### config.mk
export PLATFORM = sky130hd
export DESIGN_NAME = dpram_reader_m
export DESIGN_NICKNAME = d
export VERILOG_FILES = /design/src/rtl/dpram_reader_m.sv
export SDC_FILE = /design/constraint.sdc
export NUM_CORES = 1
export LEC_CHECK = 0
export BUFFER_PORTS_ARGS = -buffer_cell sky130_fd_sc_hd__buf_2
export CAP_MARGIN = 40
export CORE_MARGIN = 2
export CORE_UTILIZATION = 45
export DETAILED_ROUTE_END_ITERATION = 6
export HOLD_SLACK_MARGIN = 0.02
export PLACE_DENSITY = 0.79
export SYNTH_ARGS = -nofsm -noshare
export SYNTH_HDL_FRONTEND = slang
export SYNTH_SLANG_ARGS = --single-unit
### constraint.sdc
create_clock -name clk -period 5.55 [get_ports clk]
set_clock_uncertainty 0.15 [all_clocks]
set_input_delay 1.11 -clock clk [delete_from_list [all_inputs] [get_ports clk]]
set_output_delay 1.11 -clock clk [all_outputs]
set_load 0.1 [all_outputs]
### src/rtl/dpram_reader_m.sv
// dpram_reader_m: streaming read engine for one port of a true dual-port RAM.
// Accepts a (start address, length-1) command, issues sequential reads on the RAM
// port and presents the returned words as a valid/ready stream marked with last.
// The RAM's one-cycle read latency is absorbed by a 2-entry {data, last} buffer
// plus an in-flight tracker, so back-pressure never loses or overflows data.
//
// Ports:
//   clk, rst_n            clock, asynchronous active-low reset
//   cmd_valid/cmd_ready   command handshake (ready only while idle)
//   cmd_addr, cmd_len     start word address, word count minus one
//   rd_addr, rd_q         RAM read address (registered) and read data
//   out_valid/out_ready   output stream handshake
//   out_data, out_last    output word and final-word marker
//   busy, done            command in progress, one-cycle completion pulse
//   abort                 only when DPRAM_READER_ABORT_EN is defined
//
// Optional feature macro: DPRAM_READER_ABORT_EN adds the abort input.
module dpram_reader_m #(
  parameter int unsigned AW = 8,
  parameter int unsigned DW = 8
) (
  input  logic          clk,
  input  logic          rst_n,
  input  logic          cmd_valid,
  output logic          cmd_ready,
  input  logic [AW-1:0] cmd_addr,
  input  logic [AW-1:0] cmd_len,
  output logic [AW-1:0] rd_addr,
  input  logic [DW-1:0] rd_q,
  output logic          out_valid,
  input  logic          out_ready,
  output logic [DW-1:0] out_data,
  output logic          out_last,
  output logic          busy,
`ifdef DPRAM_READER_ABORT_EN
  input  logic          abort,
`endif
  output logic          done
);

  typedef enum logic [1:0] {StIdle, StRead, StDrain} state_e;

  state_e        state_q, state_d;
  logic [AW-1:0] addr_q, addr_d;
  logic [AW-1:0] cnt_q, cnt_d;
  logic          infl_q, infl_d;
  logic          infl_last_q, infl_last_d;
  logic          done_q, done_d;
  logic [1:0]    occ_q, occ_d;
  logic          wr_ptr_q, rd_ptr_q;
  logic [DW-1:0] buf_data_q [2];
  logic          buf_last_q [2];

  logic          accept, pop, issue, abort_act;
  logic [2:0]    fill;

`ifdef DPRAM_READER_ABORT_EN
  assign abort_act = abort && (state_q != StIdle);
`else
  assign abort_act = 1'b0;
`endif

  assign cmd_ready = (state_q == StIdle);
  assign busy      = (state_q != StIdle);
  assign done      = done_q;
  assign rd_addr   = addr_q;
  assign out_valid = (occ_q != 2'd0);
  assign out_data  = buf_data_q[rd_ptr_q];
  assign out_last  = out_valid && buf_last_q[rd_ptr_q];

  assign accept = cmd_valid && cmd_ready;
  assign pop    = out_valid && out_ready;
  // Buffer occupancy once the current in-flight word lands and this cycle's pop
  // leaves; a new read is only safe if its word will still find a free slot.
  assign fill   = {1'b0, occ_q} + {2'b00, infl_q} - {2'b00, pop};
  assign issue  = (state_q == StRead) && !abort_act && (fill < 3'd2);

  always_comb begin
    state_d     = state_q;
    addr_d      = addr_q;
    cnt_d       = cnt_q;
    infl_d      = issue;
    infl_last_d = issue && (cnt_q == '0);
    done_d      = 1'b0;
    occ_d       = occ_q + {1'b0, infl_q} - {1'b0, pop};
    unique case (state_q)
      StIdle: begin
        if (accept) begin
          state_d = StRead;
          addr_d  = cmd_addr;
          cnt_d   = cmd_len;
        end
      end
      StRead: begin
        if (abort_act) begin
          state_d = StIdle;
          done_d  = 1'b1;
        end else if (issue) begin
          addr_d = addr_q + {{(AW-1){1'b0}}, 1'b1};
          cnt_d  = cnt_q - {{(AW-1){1'b0}}, 1'b1};
          if (cnt_q == '0) state_d = StDrain;
        end
      end
      StDrain: begin
        if (abort_act) begin
          state_d = StIdle;
          done_d  = 1'b1;
        end else if (pop && out_last) begin
          state_d = StIdle;
          done_d  = 1'b1;
        end
      end
      default: state_d = StIdle;
    endcase
    if (abort_act) occ_d = 2'd0;
  end

  always_ff @(posedge clk or negedge rst_n) begin
    if (!rst_n) begin
      state_q     <= StIdle;
      addr_q      <= '0;
      cnt_q       <= '0;
      infl_q      <= 1'b0;
      infl_last_q <= 1'b0;
      done_q      <= 1'b0;
      occ_q       <= 2'd0;
      wr_ptr_q    <= 1'b0;
      rd_ptr_q    <= 1'b0;
      for (int i = 0; i < 2; i++) begin
        buf_data_q[i] <= '0;
        buf_last_q[i] <= 1'b0;
      end
    end else begin
      state_q     <= state_d;
      addr_q      <= addr_d;
      cnt_q       <= cnt_d;
      infl_q      <= infl_d;
      infl_last_q <= infl_last_d;
      done_q      <= done_d;
      occ_q       <= occ_d;
      if (abort_act) begin
        // Flush; a word arriving from the RAM this edge is simply not captured.
        wr_ptr_q <= 1'b0;
        rd_ptr_q <= 1'b0;
      end else begin
        if (infl_q) begin
          buf_data_q[wr_ptr_q] <= rd_q;
          buf_last_q[wr_ptr_q] <= infl_last_q;
          wr_ptr_q             <= ~wr_ptr_q;
        end
        if (pop) rd_ptr_q <= ~rd_ptr_q;
      end
    end
  end

endmodule

==> summary.txt, run 1 <==
Outcome
  – Run status: finished, final reports clean

Logic synthesis
  – Top FF cell, synth: dfrtp_1
  – Library cells used by synthesis: 41
  – Cells after Synth: 202
  – Mapped cell area: 0.00217 mm^2
  – Syn Nets: 236
  – Post-synth ARST share: 1.00
  – Synth area leaders: dfrtp_1, mux2_2, a21oi_1
  – Register area share after synthesis: 0.495
  – Flops & latches, synth: 43
  – Syn_area_per_cell: 10.8 um^2
  – Top-count cell post-synth: dfrtp_1
  – Top cell type's share of synthesized area: 0.495
  – EDFF count, synth: 0
  – Yosys warns: 0
  – Post-synth top cells: dfrtp_1, mux2_2, nand2_1
  – Cell taking the most area after synthesis: dfrtp_1

Critical path
  – R2r setup slk: 2170 ps
  – Required @ worst endpoint: 5580 ps
  – Startpoint Class: input pin
  – Setup crit end kind: flop
  – Worst path arrival time: 3570 ps
  – CP max-delay cell: a21oi_1
  – WP buf/inv: 3
  – Crit Path Class: input pin to flop
  – CP delay by family, top: adder cells
  – CP Cell Sequence: buf_2, nand2_1, inv_1, ha_1, inv_1, ha_1, fa_1, nor3b_1, a21oi_1, o32a_1, nand3_1
  – Max incr delay on CP: 730 ps
  – CP Max Fanout: 11

Floorplanning
  – Die Area: 0.00540 mm^2
  – Ports: 49
  – Initial Util: 0.463
  – Core box area: 0.00469 mm^2
  – Die Y: 73.5 um
  – Row cnt: 25
  – Die width: 73.5 um

Clocking
  – Max clock buf depth: 2
  – # resized after CTS: 0
  – Root buf cell: clkbuf_8
  – CTS Buf Count: 5
  – CTS tree: built
  – H-Tree Depth: 2
  – Clk slew on worst S/H paths: 80 ps
  – Setup Buffers After CTS: 0
  – CTS Sinks: 43
  – Clk Latency, worst-skew pair: 300 ps
  – Hold-fix buffers, CTS: 0

Layout
  – Area Growth Syn to Fin: 18.7%
  – Antenna cells: 0
  – FILL cells: 417
  – Fin util: 0.550
  – Finished Cell Area: 0.00258 mm^2
  – Share of cells above drive strength 1: 0.364
  – NumNets Final: 283

Detailed routing
  – Routed vias/inst: 5.67
  – Drt first-iter violations: 80
  – Vias: 1723
  – DRC violation count after routing: 0
  – Wire per inst: 15.0 um
  – Final wirelength: 4.56 mm
  – Antenna Nets Post-Route: 0
  – Pre-antenna DRT Iters: 4

Timing
  – Max-slew violations: 0
  – FMAX: 0.283 GHz
  – Endpoints failing setup: 0
  – Final Hold Fails: 0
  – Worst Tran Pin Value: 901 ps
  – Tmin final: 3540 ps
  – Final TNS setup: 0 ps
  – Fraction of the cycle the final worst path needs: 0.637
  – RSZ-0062 raised after global routing: no
  – Max-slew headroom: 0.399

Global routing
  – GR Overflow Total: 0
  – Vias in the first global route: 1680
  – Pin count of the biggest net entering global routing: 26
  – Antenna violations before repair: 0
  – First-pass GRT wire length: 7.59 mm
  – Total track usage: 0.182

Placement
  – PortBufs: 48
  – Placer Congestion: 0.813
  – Detail Placement HPWL: 3.22 mm
  – Post-DP Area: 0.00247 mm^2

Worst hold path
  – Worst hold path class: flop to flop

Run
  – Max-cap violations: 0
==> cell usage in the layout, fill, tap and decap left out, types with 2 or more instances in the layout <==
cell	synthesis	layout
xor2_1	2	2
dfrtp_1	43	43
o22ai_1	7	7
or3b_2	2	2
or2_2	2	2
nor2_1	8	8
mux2_2	26	26
a21oi_1	15	15
nand2_1	20	20
nor3_1	3	3
o32ai_1	2	2
o211ai_1	2	2
ha_1	5	5
o21ai_0	5	5
nor2b_1	2	2
clkbuf_8	0	5
a22oi_1	2	2
buf_2	4	48
mux2i_1	3	3
a2bb2oi_1	3	3
or3_1	2	2
inv_1	11	11
or4_4	2	2
nand3_1	7	7
xnor2_1	2	2
==> final cells by class <==
cell class,count,area (um^2),area share
clock buffer,5,68.8,0.0267
clock inverter,3,43.8,0.0170
inverter,11,41.3,0.0160
multi-input combinational,138,1010,0.393
sequential,43,1080,0.417
tap,54,67.6,0.0262
timing repair buffer,50,268,0.104
==> through the flow <==
stage          setup WS, ps  cells  hold WS [ps]
6_report               2010    304           348
5_1_grt                1800    304           370
4_1_cts                2040    304           352
3_5_place_dp           1750    296           334
3_3_place_gp           1800    294           327
2_1_floorplan          1990    202           313
==> flip-flops by register name, summed over array words and instances, names as in the netlist <==
| signal | flops |
|---|---|
| buf_data_q | 16 |
| buf_last_q | 2 |
| cnt_q | 8 |
| done | 1 |
| infl_last_q | 1 |
| infl_q | 1 |
| occ_q | 2 |
| rd_addr | 8 |
| rd_ptr_q | 1 |
| state_q | 2 |
| wr_ptr_q | 1 |
==> path summary, 6_finish.rpt <==
path                            from             end  cells after the start
max in group asynchronous      rst_n        cnt_q[7]                      2
min in group asynchronous      rst_n  buf_data_q[13]                      1
setup reg to reg            occ_q[1]        cnt_q[5]                     11
setup / recovery           out_ready        cnt_q[5]                     11
hold / removal              wr_ptr_q        wr_ptr_q                      1
hold reg to reg             wr_ptr_q        wr_ptr_q                      1
==> cell families (layout without fill, tap and decap cells) <==
family	Yosys count	after routing	synth area share
AND/OR/NAND/NOR	56	56	0.138
AO/OA/AOI/OAI	43	43	0.126
flip-flops	43	43	0.495
multiplexers	29	29	0.149
buffers and inverters	21	69	0.0386
adder cells (fa/ha/maj)	6	6	0.0380
XOR/XNOR	4	4	0.0161
==> routing by layer <==
metal | track usage | part of all wire
met1 | 0.221 | 0.46
met2 | 0.311 | 0.47
met3 | 0.0590 | 0.063
met4 | 0.0485 | 0.010
met5 | 0 | 0
Power of run 1 is not shown: default switching activity piles up to over one toggle a cycle in this logic, so the estimate is an artifact.
==> run 2: changes to the inputs <==
--- a/config.mk
+++ b/config.mk
@@ -11,7 +11,7 @@
 export CORE_UTILIZATION = 45
 export DETAILED_ROUTE_END_ITERATION = 6
 export HOLD_SLACK_MARGIN = 0.02
-export PLACE_DENSITY = 0.79
+export PLACE_DENSITY = 0.82
 export SYNTH_ARGS = -nofsm -noshare
 export SYNTH_HDL_FRONTEND = slang
 export SYNTH_SLANG_ARGS = --single-unit
==> constraint.sdc (replaced) <==
create_clock -name clk -period 2.98 [get_ports clk]
set_clock_uncertainty 0.15 [all_clocks]
set_input_delay 0.596 -clock clk [delete_from_list [all_inputs] [get_ports clk]]
set_output_delay 0.596 -clock clk [all_outputs]
set_load 0.1 [all_outputs]
==> run 2 against run 1 <==
Cell area increased by 3.3%. Setup slack got worse by 1900 ps. Global-route usage increased by 0.36 points. Critical path type is now flop to flop. Largest cell class unchanged. Highest routed layer unchanged.
==> summary.txt, run 2 (synthesis results as in run 1) <==
Critical path
  – CP dominant cell by count: inv_1
  – Max incr delay on CP: 480 ps (was 730 ps)
  – Worst path arrival time: 2940 ps (was 3570 ps)
  – Crit Path Class: flop to flop (was input pin to flop)
  – CP Cell Sequence: or2_4, nand2_2, inv_1, ha_1, inv_1, ha_2, fa_2, nor3b_4, a21oi_4, or3_1, a22oi_1 (was buf_2, nand2_1, inv_1, ha_1, inv_1, ha_1, fa_1, nor3b_1, a21oi_1, o32a_1, nand3_1)
  – Required @ worst endpoint: 3050 ps (was 5580 ps)
  – Setup crit end kind: flop (unchanged)
  – Startpoint Class: flop (was input pin)
  – CP delay by family, top: simple AND/OR/NAND/NOR gates (was adder cells)
  – CP max-delay cell: fa_2 (was a21oi_1)
  – CP Max Fanout: 10 (was 11)
  – WP buf/inv: 2 (was 3)

Global routing
  – Antenna violations before repair: 0 (unchanged)
  – Total track usage: 0.186 (was 0.182)
  – First-pass GRT wire length: 7.77 mm (was 7.59 mm)
  – Vias in the first global route: 1706 (was 1680)
  – Pin count of the biggest net entering global routing: 26 (unchanged)
  – GR Overflow Total: 0 (unchanged)

Clocking
  – Clk slew on worst S/H paths: 80 ps (about the same)
  – Max clock buf depth: 2 (unchanged)
  – CTS Buf Count: 5 (unchanged)
  – Clk Latency, worst-skew pair: 290 ps (was 300 ps)
  – Hold-fix buffers, CTS: 0 (unchanged)
  – H-Tree Depth: 2 (unchanged)
  – Root buf cell: clkbuf_8 (unchanged)
  – CTS tree: built (unchanged)
  – CTS Sinks: 43 (unchanged)

Layout
  – Most frequent cells in the layout: buf_2, dfrtp_1, mux2_2, nand2_1, a21oi_1 (unchanged)
  – Most common cell after layout, fill and taps aside: buf_2 (unchanged)
  – Top reg by flops: buf_data_q (unchanged)
  – Antenna cells: 0 (unchanged)
  – NumNets Final: 291 (was 283)
  – Share of cells above drive strength 1: 0.403 (was 0.364)
  – Max reg flops: 16 (unchanged)
  – FILL cells: 411 (was 417)
  – Area Growth Syn to Fin: 22.6% (was 18.7%)

Placement
  – Placer Congestion: 0.787 (was 0.813)
  – Detail Placement HPWL: 3.34 mm (was 3.22 mm)
  – PortBufs: 48 (unchanged)

Timing
  – Max-slew violations: 0 (unchanged)
  – Final Hold Fails: 0 (unchanged)
  – Worst Tran Pin Value: 816 ps (was 901 ps)
  – Tmin final: 2870 ps
  – Max-slew headroom: 0.455 (was 0.399)
  – Fraction of the cycle the final worst path needs: 0.963
  – RSZ-0062 raised after global routing: yes (was no)
  – Endpoints failing setup: 0 (unchanged)
  – Final TNS setup: 0 ps (unchanged)
  – FMAX: 0.348 GHz

Floorplanning
  – Die width: 73.5 um (unchanged)
  – Core box area: 0.00469 mm^2 (unchanged)
  – Die Area: 0.00540 mm^2 (unchanged)
  – Ports: 49 (unchanged)
  – Die Y: 73.5 um (unchanged)
  – Row cnt: 25 (unchanged)
  – Initial Util: 0.463 (unchanged)

Run
  – Max-cap violations: 0 (unchanged)

Outcome
  – Run status: finished, final reports clean (unchanged)

Detailed routing
  – Antenna Nets Post-Route: 0 (unchanged)
  – Routed vias/inst: 5.58 (was 5.67)
  – Pre-antenna DRT Iters: 4 (unchanged)
  – DRC violation count after routing: 0 (unchanged)
  – Wire per inst: 15.2 um (was 15.0 um)
  – Final wirelength: 4.75 mm (was 4.56 mm)
  – Drt first-iter violations: 82 (was 80)
  – Vias: 1741 (was 1723)

Worst hold path
  – Worst hold path class: input pin to asynchronous set/reset pin (was flop to flop)
## run 2: worst reg2reg max path: stages (launching register included)
cell and delay (ps):
dfrtp_1 390, or2_4 250, nand2_2 70, inv_1 40, ha_1 270, inv_1 60
ha_2 170, fa_2 480, nor3b_4 260, a21oi_4 140, or3_1 380, a22oi_1 150
## run 2: path summary, 6_finish.rpt
| kind | depth (start not counted) | slack, ps | start | endpoint |
|---|---|---|---|---|
| setup / recovery | 11 | 110 | occ_q[1] | rd_addr[3] |
| setup reg to reg | 11 | 110 | occ_q[1] | rd_addr[3] |
| min in group clk | 1 | 350 | wr_ptr_q | wr_ptr_q |
| max in group asynchronous | 2 | 2100 | rst_n | buf_data_q[5] |
| hold reg to reg | 1 | 350 | wr_ptr_q | wr_ptr_q |
| hold / removal | 1 | 90 | rst_n | buf_data_q[10] |
## run 2: final cells by class
cell class	count	area [um^2]	share of cell area
flip-flops and latches	43	1080	0.404
inverters	11	41.3	0.0155
multi-input cells	138	1050	0.394
repair buffers	58	344	0.129
well taps	54	67.6	0.0254
clock buffers	6	72.6	0.0272
clock inverters	2	12.5	0.00470
## run 2: through the flow
stage          utilization  instance area (um^2)  hold slack (ps)  worst slack (ps)  std cells
3_3_place_gp         0.537                  2520              328              -121        302
5_1_grt              0.568                  2660              112             -15.3        312
3_5_place_dp         0.541                  2540              342              -173        303
2_1_floorplan            -                  2180              150             -52.4        202
4_1_cts              0.560                  2630              100              3.80        311
6_report             0.568                  2660             91.2               109        312
## run 2: timing repair
| action | in CTS | in global routing |
|---|---|---|
| pin swaps | 0 | 1 |
| gates resized for setup | 1 | 6 |
| setup buffers | 0 | 1 |
| setup endpoints to repair | 5 | 9 |
## run 2: layer usage
layer	GRT usage	routed length, um	vias up	part of all wire
met1	0.243	2110	832	0.44
met3	0.0535	300	8	0.063
met4	0.0485	50	0	0.011
met2	0.303	2280	66	0.48
met5	0	0	-	0
li1	-	-	835	-
Power of run 2 is left out for the same reason.
